## config.mk

```make
export PLATFORM = sky130hd
export DESIGN_NAME = seg7_scan_driver
export DESIGN_NICKNAME = d
export VERILOG_FILES = /design/src/rtl/seg7_pkg.sv /design/src/rtl/seg7_decoder.sv /design/src/rtl/seg7_scan_driver.sv
export SDC_FILE = /design/constraint.sdc
export NUM_CORES = 1
export LEC_CHECK = 0
export CAP_MARGIN = 0
export CORE_ASPECT_RATIO = 1.4
export CORE_MARGIN = 2
export CORE_UTILIZATION = 45
export DETAILED_ROUTE_END_ITERATION = 16
export GPL_TIMING_DRIVEN = 0
export PLACE_DENSITY = 0.71
export SYNTH_ARGS = -nofsm -noshare
export SYNTH_HDL_FRONTEND = slang
export SYNTH_SLANG_ARGS = --single-unit
export TNS_END_PERCENT = 20
```

## constraint.sdc

```tcl
create_clock -name iclk -period 2.1 [get_ports iclk]
set_input_delay 0.525 -clock iclk [delete_from_list [all_inputs] [get_ports iclk]]
set_output_delay 0.525 -clock iclk [all_outputs]
set_load 0.01 [all_outputs]
```

## src/rtl/seg7_pkg.sv

```systemverilog
// seg7_pkg: shared segment codes, scan state type and digit index width.
package seg7_pkg;
   localparam int IDX_W = 2;
   localparam logic [6:0] DASH = 7'h40;
   localparam logic [6:0] OFF  = 7'h00;
   // gfedcba, active-high; entry k is the pattern for decimal digit k
   localparam logic [9:0][6:0] DIGIT_CODES = {
      7'h6F, 7'h7F, 7'h07, 7'h7D, 7'h6D, 7'h66, 7'h4F, 7'h5B, 7'h06, 7'h3F
   };
   typedef enum logic {SHOW, GAP} state_t;
endpackage

```

## src/rtl/seg7_decoder.sv

```systemverilog
// seg7_decoder: BCD code to active-high gfedcba segments, dash for A-F.
module seg7_decoder
   import seg7_pkg::*;
(
   input  logic [3:0] i_code,
   output logic [6:0] o_seg
);
   always_comb o_seg = (i_code < 4'd10) ? DIGIT_CODES[i_code] : DASH;
endmodule

```

## src/rtl/seg7_scan_driver.sv

```systemverilog
// seg7_scan_driver: four-digit multiplexed 7-segment scanner with a dark gap
// between digits, snapshot register, leading-zero blanking and dash for bad codes.
module seg7_scan_driver
   import seg7_pkg::*;
#(
   parameter int CLK_DIV       = 50000,
   parameter bit BLANK_LEADING = 1'b1,
   parameter bit ACTIVE_LOW    = 1'b1
) (
   input  logic        iclk,
   input  logic        irst,
   input  logic [15:0] iDigits,
   input  logic [3:0]  iDp,
   input  logic        iLoad,
   input  logic        iEn,
   output logic [6:0]  oSeg,
   output logic        oDp,
   output logic [3:0]  oAnodes,
   output logic        oScanTick
);
   localparam int CW = $clog2(CLK_DIV);

   logic [CW-1:0]    r_cnt;
   logic [IDX_W-1:0] r_idx;
   state_t           r_state;
   logic [15:0]      r_digits;
   logic [3:0]       r_dp;

   logic             w_tick;
   logic             w_blank;
   logic             w_lit;
   logic [3:0]       w_code;
   logic [6:0]       w_dec;

   assign w_tick  = iEn && (r_cnt == CW'(CLK_DIV - 1));
   assign w_code  = r_digits[{r_idx, 2'b00} +: 4];
   // digit k is a leading zero when it and every higher digit are zero
   assign w_blank = BLANK_LEADING && (r_idx != '0) && ((r_digits >> {r_idx, 2'b00}) == 16'h0);
   assign w_lit   = iEn && (r_state == SHOW) && !w_blank;

   seg7_decoder u_dec (
      .i_code (w_code),
      .o_seg  (w_dec)
   );

   always_ff @(posedge iclk or posedge irst) begin
      if (irst) begin
         r_digits <= '0;
         r_dp     <= '0;
      end else if (iLoad) begin
         r_digits <= iDigits;
         r_dp     <= iDp;
      end
   end

   always_ff @(posedge iclk or posedge irst) begin
      if (irst) begin
         r_cnt     <= '0;
         r_idx     <= '0;
         r_state   <= SHOW;
         oAnodes   <= {4{ACTIVE_LOW}};
         oSeg      <= {7{ACTIVE_LOW}};
         oDp       <= ACTIVE_LOW;
         oScanTick <= 1'b0;
      end else begin
         if (iEn) begin
            r_cnt   <= w_tick ? '0 : r_cnt + 1'b1;
            r_state <= (r_state == SHOW && w_tick) ? GAP : SHOW;
            if (w_tick) r_idx <= r_idx + 1'b1;
         end
         oAnodes   <= (w_lit ? 4'b0001 << r_idx : 4'b0000) ^ {4{ACTIVE_LOW}};
         oSeg      <= (w_lit ? w_dec : OFF) ^ {7{ACTIVE_LOW}};
         oDp       <= (w_lit && r_dp[r_idx]) ^ ACTIVE_LOW;
         oScanTick <= w_tick;
      end
   end
endmodule
```

==> results.md, run 1 <==
- Via count: 1675
- Mapped Cells: 203
- Status: completed
- Int Power: 1.631 mW
- Clk_skew: 0.008693 ns
- FF-to-FF path depth: 8
- GR met2 Demand/Resource: 26.08%
- Setup-failing EPs final: 0
- Commonest non-fill, non-tap cell in the layout: dfrtp_1
- Post-DP Area: 2945 µm²
- DIE AREA: 6152 µm²
- Cell Area, Synth: 2490 µm²
- Max_cap viols: 0
- Slew headroom: 61.62%
- Actual slew at the worst max-slew pin: 0.5758 ns
- Startpoint types: flop
- Share of the yosys chip area belonging to registers: 52.86%
- CP endpoint kind: flop
- DR WL/cell: 13.26 µm
- Yosys warning count: 0
- Final design area excluding fillers: 3117 µm²
- Post-synth top flop: dfrtp_1
- Fmax: 507.2 MHz
- RePlAce Congestion: 0.8002
- Skew-Pair Late Insertion Delay: 0.30 ns
- DIE WIDTH: 66.87 µm
- WP depth: 8
- Routing usage on met1: 21.15%
- Synth cell types: 39
- CTS tree: built
- CTS root buf: clkbuf_8
- Crit Path Class: flop to flop
- CP required: 2.32 ns
- WP data arrival: 2.19 ns
- Final min period: 1.972 ns
- Drt first pass iters: 4
- H-tree depth: 2
- Finished Layout Cells: 323
- Share of cells above drive strength 1: 27.06%
- Post-DP HPWL: 3.187 mm
- Sw Share: 25.21%
- Port Buf Inserts: 35
- Initial antenna violation count: 0
- Switching pwr: 0.5495 mW
- First-pass GRT wire length: 7.686 mm
- Pre-CTS WS: -0.2290 ns
- VDD IR max: 0.0003780 V
- Core Box Area: 5445 µm²
- Leakage dissipation: 1.329 nW
- Vias/cell: 5.186
- Global Route Usage Sum: 16.20%
- Area leader, netlist: dfrtp_1
- NumNets Final: 288
- Slew Viols, Final: 0
- Final antenna-violating net count: 0
- Period utilization: 93.89%
- Diode count: 0
- R2R setup slack: 0.13 ns
- Die Span Y: 92.01 µm
- Final worst-path setup slack: 0.1282 ns
- Area contributors post-synth: dfrtp_1 40%, dfstp_2 13%, mux2_2 9.9%
- GR Layer Usage met3: 4.172%
- Post-Syn Area per Cell: 12.27 µm²
- Most frequent cells in the layout: 40 x dfrtp_1, 35 x clkdlybuf4s50_1, 22 x mux2_2, 15 x nand3_1, 13 x nor2_1
- Detailed Route WL: 4.283 mm
- Busiest layer in global routing: met2
- Crit path cell chain: buf_6 > mux4_2 > inv_2 > ha_2 > nor4b_2 > o21ai_1 > buf_4 > o211ai_1
- Hold-critical path depth: 1
- Synth Register Bits: 52
- Clock sink count: 52
- Ys async rst share: 100.0%
- WP buf/inv: 3
- Logic pwr share: 16.7%
- CTS Buf Count: 5
- I/O Pins: 37
- Total nets after synthesis: 237
- Crit-path leading delay family: multiplexers
- WHS: 0.4830 ns
- Largest net degree at the start of global routing: 32
- CP max stage cell: mux4_2
- Final Hold Viols: 0
- Syn-to-layout area delta: 25.18%
- CP Max Fanout: 10
- Top-area cell type share of the netlist area: 40.20%
- Worst Hold Class: flop to flop
- Cell Pwr Density: 699.5 nW/µm²
- Clock network fraction of total power: 28.0%
- DRC viols: 0
- Vias in the first global route: 1682
- CTS Buffer Depth: 2
- DR iter-0 viols: 49
- Clk slew on worst S/H paths: 0.09 ns
- Grt ovf: 0
- Row count: 32
- Seq pwr share: 55.4%
- Placed Cells incl. Taps: 307
- Max incr delay on CP: 0.54 ns
- Starting Density: 45.73%
- Post-synth EDFFs: 0
-- what timing repair did --
action / 4_1_cts / 5_1_grt
setup endpoints to repair: 10 / 10
buffers inserted: 3 / 5
gates resized for setup: 5 / 3
hold buffers: 0 / 0
-- flip-flops by register name (all words and copies together), names as in the netlist --
signal / cells
r_idx: 2
r_dp: 4
r_state: 1
oSeg: 7
r_cnt: 16
oAnodes: 4
oScanTick: 1
oDp: 1
r_digits: 16
-- power groups by stage --
stage | clock network [mW] | registers (mW) | logic (mW)
final | 0.609 | 1.21 | 0.363
after global placement | 0 | 1.22 | 0.340
after global routing | 0.683 | 1.23 | 0.409
after floorplan | 0 | 1.21 | 0.227
after CTS | 0.635 | 1.21 | 0.363
after detailed placement | 0 | 1.23 | 0.353
-- per-stage QoR --
| step | power, mW | TNS, ns | util (%) |
|---|---|---|---|
| floorplan | 1.434 | 0 | - |
| global placement | 1.561 | -26.76 | 53.72 |
| detailed placement | 1.581 | -2.313 | 54.09 |
| CTS | 2.206 | 0 | 56.43 |
| global route | 2.319 | -0.05844 | 57.24 |
| finish | 2.180 | 0 | 57.24 |
-- worst register-to-register path: cells and delay by family (launching register included) --
kind | cells | cell delay, ns
muxes | 1 | 0.54
buffers and inverters | 3 | 0.42
DFF | 1 | 0.36
AOI/OAI and AO/OA | 2 | 0.21
adders and majority gates | 1 | 0.19
and+or+nand+nor | 1 | 0.18
-- area by class of cell --
cell class	count	area (µm²)
repair buffers	44	430.4
multi-input cells	135	1102
fillers	488	2328
plain buffers	7	46.29
inverters	9	33.78
well taps	68	85.08
clock inverters	1	5.005
clock buffers	7	97.59
flip-flops and latches	52	1316
-- worst paths after layout --
kind | start | endpoint
setup / recovery | r_idx[0]$_DFFE_PP0P_ | oSeg[4]$_DFF_PP1_
hold / removal | r_cnt[15]$_DFFE_PP0P_ | r_cnt[15]$_DFFE_PP0P_
setup reg to reg | r_idx[0]$_DFFE_PP0P_ | oSeg[4]$_DFF_PP1_
hold reg to reg | r_cnt[15]$_DFFE_PP0P_ | r_cnt[15]$_DFFE_PP0P_
max in group asynchronous | irst | r_digits[15]$_DFFE_PP0P_
min in group asynchronous | irst | r_cnt[15]$_DFFE_PP0P_
-- layer usage --
metal	vias to the layer above	share of wire, %
met5	-	0
met4	0	0.77
met3	2	4.2
met2	40	53
met1	813	42
li1	820	-
-- logic make-up after synthesis --
family	share of synthesized area [%]
buffers and inverters	3.065
AND/OR/NAND/NOR	14.57
AO/OA/AOI/OAI	3.316
XOR/XNOR	4.573
adder cells (fa/ha/maj)	5.025
multiplexers	16.58
flip-flops	52.86
-- cell usage after synthesis, types with 4 or more instances --
master,count
clkbuf_1,4
inv_1,9
xor2_1,4
xnor2_1,9
ha_1,10
nand4_1,5
nor3_1,5
nand2_1,11
mux2_2,22
nand3_1,15
dfrtp_1,40
nor2_1,13
dfstp_2,12
No activity file was read; power rests on OpenSTA's default activity.
==> inputs of run 2 (changes only) <==
--- a/config.mk
+++ b/config.mk
@@ -12,6 +12,7 @@
 export DETAILED_ROUTE_END_ITERATION = 16
 export GPL_TIMING_DRIVEN = 0
 export PLACE_DENSITY = 0.71
+export REMOVE_ABC_BUFFERS = 1
 export SYNTH_ARGS = -nofsm -noshare
 export SYNTH_HDL_FRONTEND = slang
 export SYNTH_SLANG_ARGS = --single-unit
==> run 2 against run 1 <==
Power rose by 3.9%. Critical path depth is 2 lower. Worst hold slack worse by 0.015 ns. Clock skew shrank 0.0031 ns. Sequential cell count stayed put. Global-route usage rose by 0.75 points. Register-to-register slack worse by 0.03 ns. First-iteration DRC count up 39%. Setup slack worse by 0.030 ns. Utilization fell by 0.28 points.
==> results.md, run 2 (synthesized netlist as in run 1, its figures left out) <==
- Status: completed
- Clk_skew: 0.005583 ns (-0.003111 ns)
- Worst r2r dst: oSeg[2]$_DFF_PP1_
- Detailed Route WL: 4.704 mm (+9.8%)
- H-tree depth: 2 (unchanged)
- Regs by FF count: r_cnt: 16 flops, r_digits: 16 flops, oSeg: 7 flops
- CP required: 2.35 ns (+0.03 ns)
- Startpoint types: flop
- Die Span Y: 92.01 µm (unchanged)
- Initial antenna violation count: 0 (unchanged)
- CTS Buf Count: 5 (unchanged)
- CTS Buffer Depth: 2 (unchanged)
- DIE AREA: 6152 µm² (unchanged)
- DRC viols: 0 (unchanged)
- R2R setup slack: 0.1 ns (-0.03 ns)
- Most frequent cells in the layout: 39 x dfrtp_1, 36 x clkdlybuf4s50_1, 22 x mux2_2, 15 x nand3_1, 13 x nor2_1
- Port Buf Inserts: 36 (+2.9%)
- VDD IR max: 0.0004581 V (+21%)
- CP Max Fanout: 5 (-5)
- Fmax: 499.6 MHz (-1.5%)
- Final Hold Viols: 0 (unchanged)
- Hold-critical path depth: 1 (unchanged)
- Clk slew on worst S/H paths: 0.09 ns (about the same)
- CP endpoint kind: flop
- Fill count: 479 (-1.8%)
- Commonest non-fill, non-tap cell in the layout: dfrtp_1
- Drt first pass iters: 4 (unchanged)
- RePlAce Congestion: 0.8434 (+5.4%)
- Skew-Pair Late Insertion Delay: 0.30 ns (about the same)
- Post-DP HPWL: 3.219 mm (+1.0%)
- DR iter-0 viols: 68 (+39%)
- Final min period: 2.002 ns (+0.03001 ns)
- Slew Viols, Final: 0 (unchanged)
- Actual slew at the worst max-slew pin: 0.8512 ns (+0.2754 ns)
- CP max stage cell: mux4_2
- FF-to-FF path depth: 6 (-2)
- Worst Hold Launch: r_cnt[15]$_DFFE_PP0P_
- Overall power: 2.266 mW (+3.9%)
- I/O Pins: 37 (unchanged)
- Final antenna-violating net count: 0 (unchanged)
- WP data arrival: 2.25 ns (+0.06 ns)
- WHS: 0.4684 ns (-0.01467 ns)
- Max incr delay on CP: 0.58 ns (+0.04 ns)
- Hold path endpoint: r_cnt[15]$_DFFE_PP0P_
- DIE WIDTH: 66.87 µm (unchanged)
- Worst Hold Class: flop to flop
- Core Box Area: 5445 µm² (unchanged)
- Setup-failing EPs final: 0 (unchanged)
- Period utilization: 95.32% (+1.4 points)
- Crit Path Class: flop to flop
- Slew headroom: 43.08% (-19 points)
- Via count: 1669 (-0.36%)
- Hold_buf cts: 0 (unchanged)
- RR Startpoint: r_idx[0]$_DFFE_PP0P_
- First-pass GRT wire length: 7.983 mm (+3.9%)
- CTS tree: built
- Leakage dissipation: 1.303 nW (-1.9%)
- CTS root buf: clkbuf_8
- Syn-to-layout area delta: 24.57%
- Clock sink count: 52 (unchanged)
- DR WL/cell: 14.93 µm (+13%)
- Largest net degree at the start of global routing: 37 (+16%)
- Row count: 32 (unchanged)
- Vias in the first global route: 1690 (+0.48%)
- Crit path cell chain: mux4_2 > inv_2 > ha_2 > nor4b_4 > o21ai_2 > nand3_1
- Global Route Usage Sum: 16.95% (+0.75 points)
- Starting Density: 45.73% (unchanged)
- Grt ovf: 0 (unchanged)
- Share of cells above drive strength 1: 25.91% (-1.1 points)
- Vias/cell: 5.298 (+2.2%)
- Cell Pwr Density: 730.6 nW/µm² (+4.4%)
- NumNets Final: 280 (-2.8%)
- Diode count: 0 (unchanged)
- Max_cap viols: 0 (unchanged)
==> run 2: layer usage <==
layer / track usage [%] / routed length, µm / part of all wire [%]
met1: 21.75 / 1957 / 42
met4: 5.272 / 57 / 1.2
met5: 0 / 0 / 0
met3: 4.049 / 152 / 3.2
met2: 28.00 / 2537 / 54
==> run 2: worst max-delay path by stage <==
stage / start / to / slack, ns / depth (start not counted)
after floorplan: r_idx[0]$_DFFE_PP0P_ / oSeg[6]$_DFF_PP1_ / -0.01 / 6
after global placement: irst / r_dp[1]$_DFFE_PP0P_ / -0.62 / 2
after detailed placement: r_idx[0]$_DFFE_PP0P_ / oDp$_DFF_PP1_ / -0.36 / 6
after CTS: r_idx[0]$_DFFE_PP0P_ / oAnodes[2]$_DFF_PP1_ / 0.04 / 6
after global routing: r_idx[0]$_DFFE_PP0P_ / oSeg[4]$_DFF_PP1_ / -0.01 / 6
final: r_idx[0]$_DFFE_PP0P_ / oSeg[2]$_DFF_PP1_ / 0.1 / 6
==> run 2: what timing repair did <==
item                                    4_1_cts  5_1_grt
setup buffers                                 2        3
cloned                                        1        0
gates resized for setup                       6        4
endpoints found under the setup margin       11       12
pin swaps                                     0        1
==> run 2: cell type report <==
type                       count  area (µm²)  area share, %
multi-input combinational    136        1136          36.63
inverter                       9       33.78          1.089
clock buffer                   6       72.57          2.340
sequential                    52        1318          42.48
clock inverter                 2       38.79          1.251
tap                           68       85.08          2.743
timing repair buffer          42       417.9          13.47
==> run 2: worst max-delay path, delay by kind of cell (launching register included) <==
| kind | cells | cell delay [ns] |
|---|---|---|
| compound gates | 1 | 0.17 |
| fa+ha+maj | 1 | 0.19 |
| buf+inv | 1 | 0.11 |
| flops | 1 | 0.45 |
| mux | 1 | 0.58 |
| simple gates | 2 | 0.44 |
==> run 2: through the flow <==
stage / worst slack [ns] / area [µm²] / setup TNS (ns) / utilization (%) / std cells
after floorplan: -0.01213 / 2447 / -0.02669 / - / 196
after global placement: -0.6194 / 2893 / -31.08 / 53.13 / 300
after detailed placement: -0.3590 / 2913 / -4.485 / 53.49 / 301
after CTS: 0.03556 / 3064 / 0 / 56.27 / 312
after global routing: -0.01441 / 3102 / -0.03931 / 56.96 / 315
final: 0.09820 / 3102 / 0 / 56.96 / 315
==> run 2: where the power goes <==
part	switching (mW)	internal, mW	total, mW
sequential	0.0985	1.11	1.21
combinational	0.155	0.208	0.363
clock	0.330	0.360	0.690
==> inputs of run 3 (changes only) <==
--- a/config.mk
+++ b/config.mk
@@ -6,7 +6,7 @@
 export NUM_CORES = 1
 export LEC_CHECK = 0
 export CAP_MARGIN = 0
-export CORE_ASPECT_RATIO = 1.4
+export CORE_ASPECT_RATIO = 0.5
 export CORE_MARGIN = 2
 export CORE_UTILIZATION = 45
 export DETAILED_ROUTE_END_ITERATION = 16
==> run 3 against run 2 <==
Combinational power increased by 2%. Largest cell class unchanged. Die area rose by 0.46%. Sequential power barely moved. Wire length down 3.6%. Highest routed layer unchanged. Critical path type unchanged.
==> results.md, run 3 (synthesized netlist as in run 1, its figures left out) <==
- Status: completed
- CP endpoint kind: flop
- Slew Viols, Final: 0 (unchanged)
- Vias/cell: 5.185 (-2.1%)
- Detailed Route WL: 4.533 mm (-3.6%)
- Cell Pwr Density: 692.4 nW/µm² (-5.2%)
- First-pass GRT wire length: 7.686 mm (-3.7%)
- Finished Layout Cells: 319 (+1.3%)
- Leakage dissipation: 1.293 nW (-0.80%)
- DRC viols: 0 (unchanged)
- Die Span Y: 56.60 µm (-38%)
- Fmax: 511.9 MHz (+2.5%)
- Post-DP HPWL: 3.213 mm (-0.18%)
- Initial antenna violation count: 0 (unchanged)
- Most frequent cells in the layout: 39 x dfrtp_1, 36 x clkdlybuf4s50_1, 22 x mux2_2, 15 x nand3_1, 13 x nor2_1
- Vias in the first global route: 1681 (-0.53%)
- Drt first pass iters: 4 (unchanged)
- DIE AREA: 6180 µm² (+0.46%)
- Grt ovf: 0 (unchanged)
- Global Route Usage Sum: 16.04% (-0.91 points)
- R2R setup slack: 0.15 ns (+0.05 ns)
- Clk slew on worst S/H paths: 0.09 ns (about the same)
- Via count: 1654 (-0.90%)
- WHS: 0.4732 ns (+0.004805 ns)
- Logic pwr share: 17.3% (+1.3 points)
- Final Hold Viols: 0 (unchanged)
- Slew headroom: 43.01% (-0.072 points)
- Final min period: 1.954 ns (-0.04815 ns)
- Share of cells above drive strength 1: 26.02% (+0.11 points)
- Setup-failing EPs final: 0 (unchanged)
- Busiest layer in global routing: met2
- Skew-Pair Late Insertion Delay: 0.30 ns (about the same)
- Crit Path Class: flop to flop
- H-tree depth: 2 (unchanged)
- DIE WIDTH: 109.2 µm (+63%)
- Switching pwr: 0.5590 mW (-4.2%)
- Seq pwr share: 56.5% (+3.0 points)
- Largest net degree at the start of global routing: 33 (-11%)
- GR Layer Usage met3: 3.717% (-0.33 points)
- Clock network fraction of total power: 26.2% (-4.3 points)
- Max_cap viols: 0 (unchanged)
- Period utilization: 93.03% (-2.3 points)
- Clock sink count: 52 (unchanged)
- Regs by FF count: r_cnt: 16 flops, r_digits: 16 flops, oSeg: 7 flops
- WP data arrival: 2.13 ns (-0.12 ns)
- Clk_skew: 0.01853 ns (+0.01295 ns)
- NumNets Final: 280 (unchanged)
- GR met2 Demand/Resource: 25.55% (-2.4 points)
- Final antenna-violating net count: 0 (unchanged)
- DR WL/cell: 14.21 µm (-4.8%)
- Worst Hold Class: flop to flop
- Sw Share: 26.10% (+0.36 points)
- CTS Buffer Depth: 2 (unchanged)
- Routing usage on met1: 22.21% (+0.46 points)
- Int Power: 1.583 mW (-6.0%)
- I/O Pins: 37 (unchanged)
- Startpoint types: flop
- Port Buf Inserts: 36 (unchanged)
- DR iter-0 viols: 38 (-44%)
- CTS root buf: clkbuf_8
- RSZ-0062 raised after global routing: no
- Core Box Area: 5420 µm² (-0.46%)
- Hold_buf cts: 0 (unchanged)
- Syn-to-layout area delta: 24.22%
- Diode count: 0 (unchanged)
- Commonest non-fill, non-tap cell in the layout: dfrtp_1
- Actual slew at the worst max-slew pin: 0.8518 ns (+0.0005941 ns)
- CP required: 2.27 ns (-0.08 ns)
- CP Max Fanout: 5 (unchanged)
- VDD IR max: 0.0003140 V (-31%)
- CTS Buf Count: 5 (unchanged)
- Row count: 19 (-41%)
- Placed Cells incl. Taps: 306 (+1.7%)
- CTS tree: built
- RePlAce Congestion: 0.8066 (-4.4%)
- Fill count: 458 (-4.4%)
- Starting Density: 45.94% (+0.21 points)
[run 3: layout make-up]
cell class	instances	area (µm²)	area share (%)
Sequential cell	52	1318	42.60
Clock buffer	6	82.58	2.670
Tap cell	73	91.34	2.953
Timing Repair Buffer	42	417.9	13.51
Inverter	9	33.78	1.092
Multi-Input combinational cell	136	1146	37.05
Clock inverter	1	3.754	0.1214
[run 3: repair_timing]
action                     CTS  global route
pin swaps                    0             1
buffers inserted             1             4
gates cloned                 1             0
setup endpoints to repair   11            12
gates resized for setup      6             6
[run 3: worst max-delay path, stage by stage, from the launching register on]
cell     delay, ns
dfrtp_2       0.43
mux4_2        0.57
buf_4         0.17
ha_1          0.19
mux2_4        0.27
mux2i_1       0.12
nand3_1       0.09
[run 3: path summary, 6_finish.rpt]
check / from / to / cells after the start
hold reg to reg: r_cnt[15]$_DFFE_PP0P_ / r_cnt[15]$_DFFE_PP0P_ / 1
min in group asynchronous: irst / r_cnt[15]$_DFFE_PP0P_ / 2
max in group asynchronous: irst / oSeg[3]$_DFF_PP1_ / 3
hold / removal: r_cnt[15]$_DFFE_PP0P_ / r_cnt[15]$_DFFE_PP0P_ / 1
setup / recovery: r_idx[0]$_DFFE_PP0P_ / oSeg[3]$_DFF_PP1_ / 6
setup reg to reg: r_idx[0]$_DFFE_PP0P_ / oSeg[3]$_DFF_PP1_ / 6
[run 3: per-stage QoR]
step | setup WS (ns) | cell area, µm² | power, mW | util, % | TNS [ns]
after floorplan | -0.01213 | 2447 | 1.423 | - | -0.02669
after global placement | -0.5368 | 2899 | 1.555 | 53.49 | -26.51
after detailed placement | -0.3773 | 2919 | 1.578 | 53.86 | -4.193
after CTS | 0.001509 | 3038 | 2.138 | 56.05 | 0
after global routing | 0.01938 | 3093 | 2.268 | 57.06 | 0
final | 0.1463 | 3093 | 2.142 | 57.06 | 0
[run 3: power groups by stage]
stage | clock network [mW] | registers, mW | logic [mW]
global placement | 0 | 1.22 | 0.334
detailed placement | 0 | 1.22 | 0.356
finish | 0.562 | 1.21 | 0.370
CTS | 0.572 | 1.21 | 0.358
global route | 0.632 | 1.22 | 0.413
floorplan | 0 | 1.21 | 0.215
[run 3: routing by layer]
metal,part of all wire (%),vias up
li1,-,805
met1,46,813
met2,49,29
met3,3.3,7
met4,0.99,0
met5,0,-
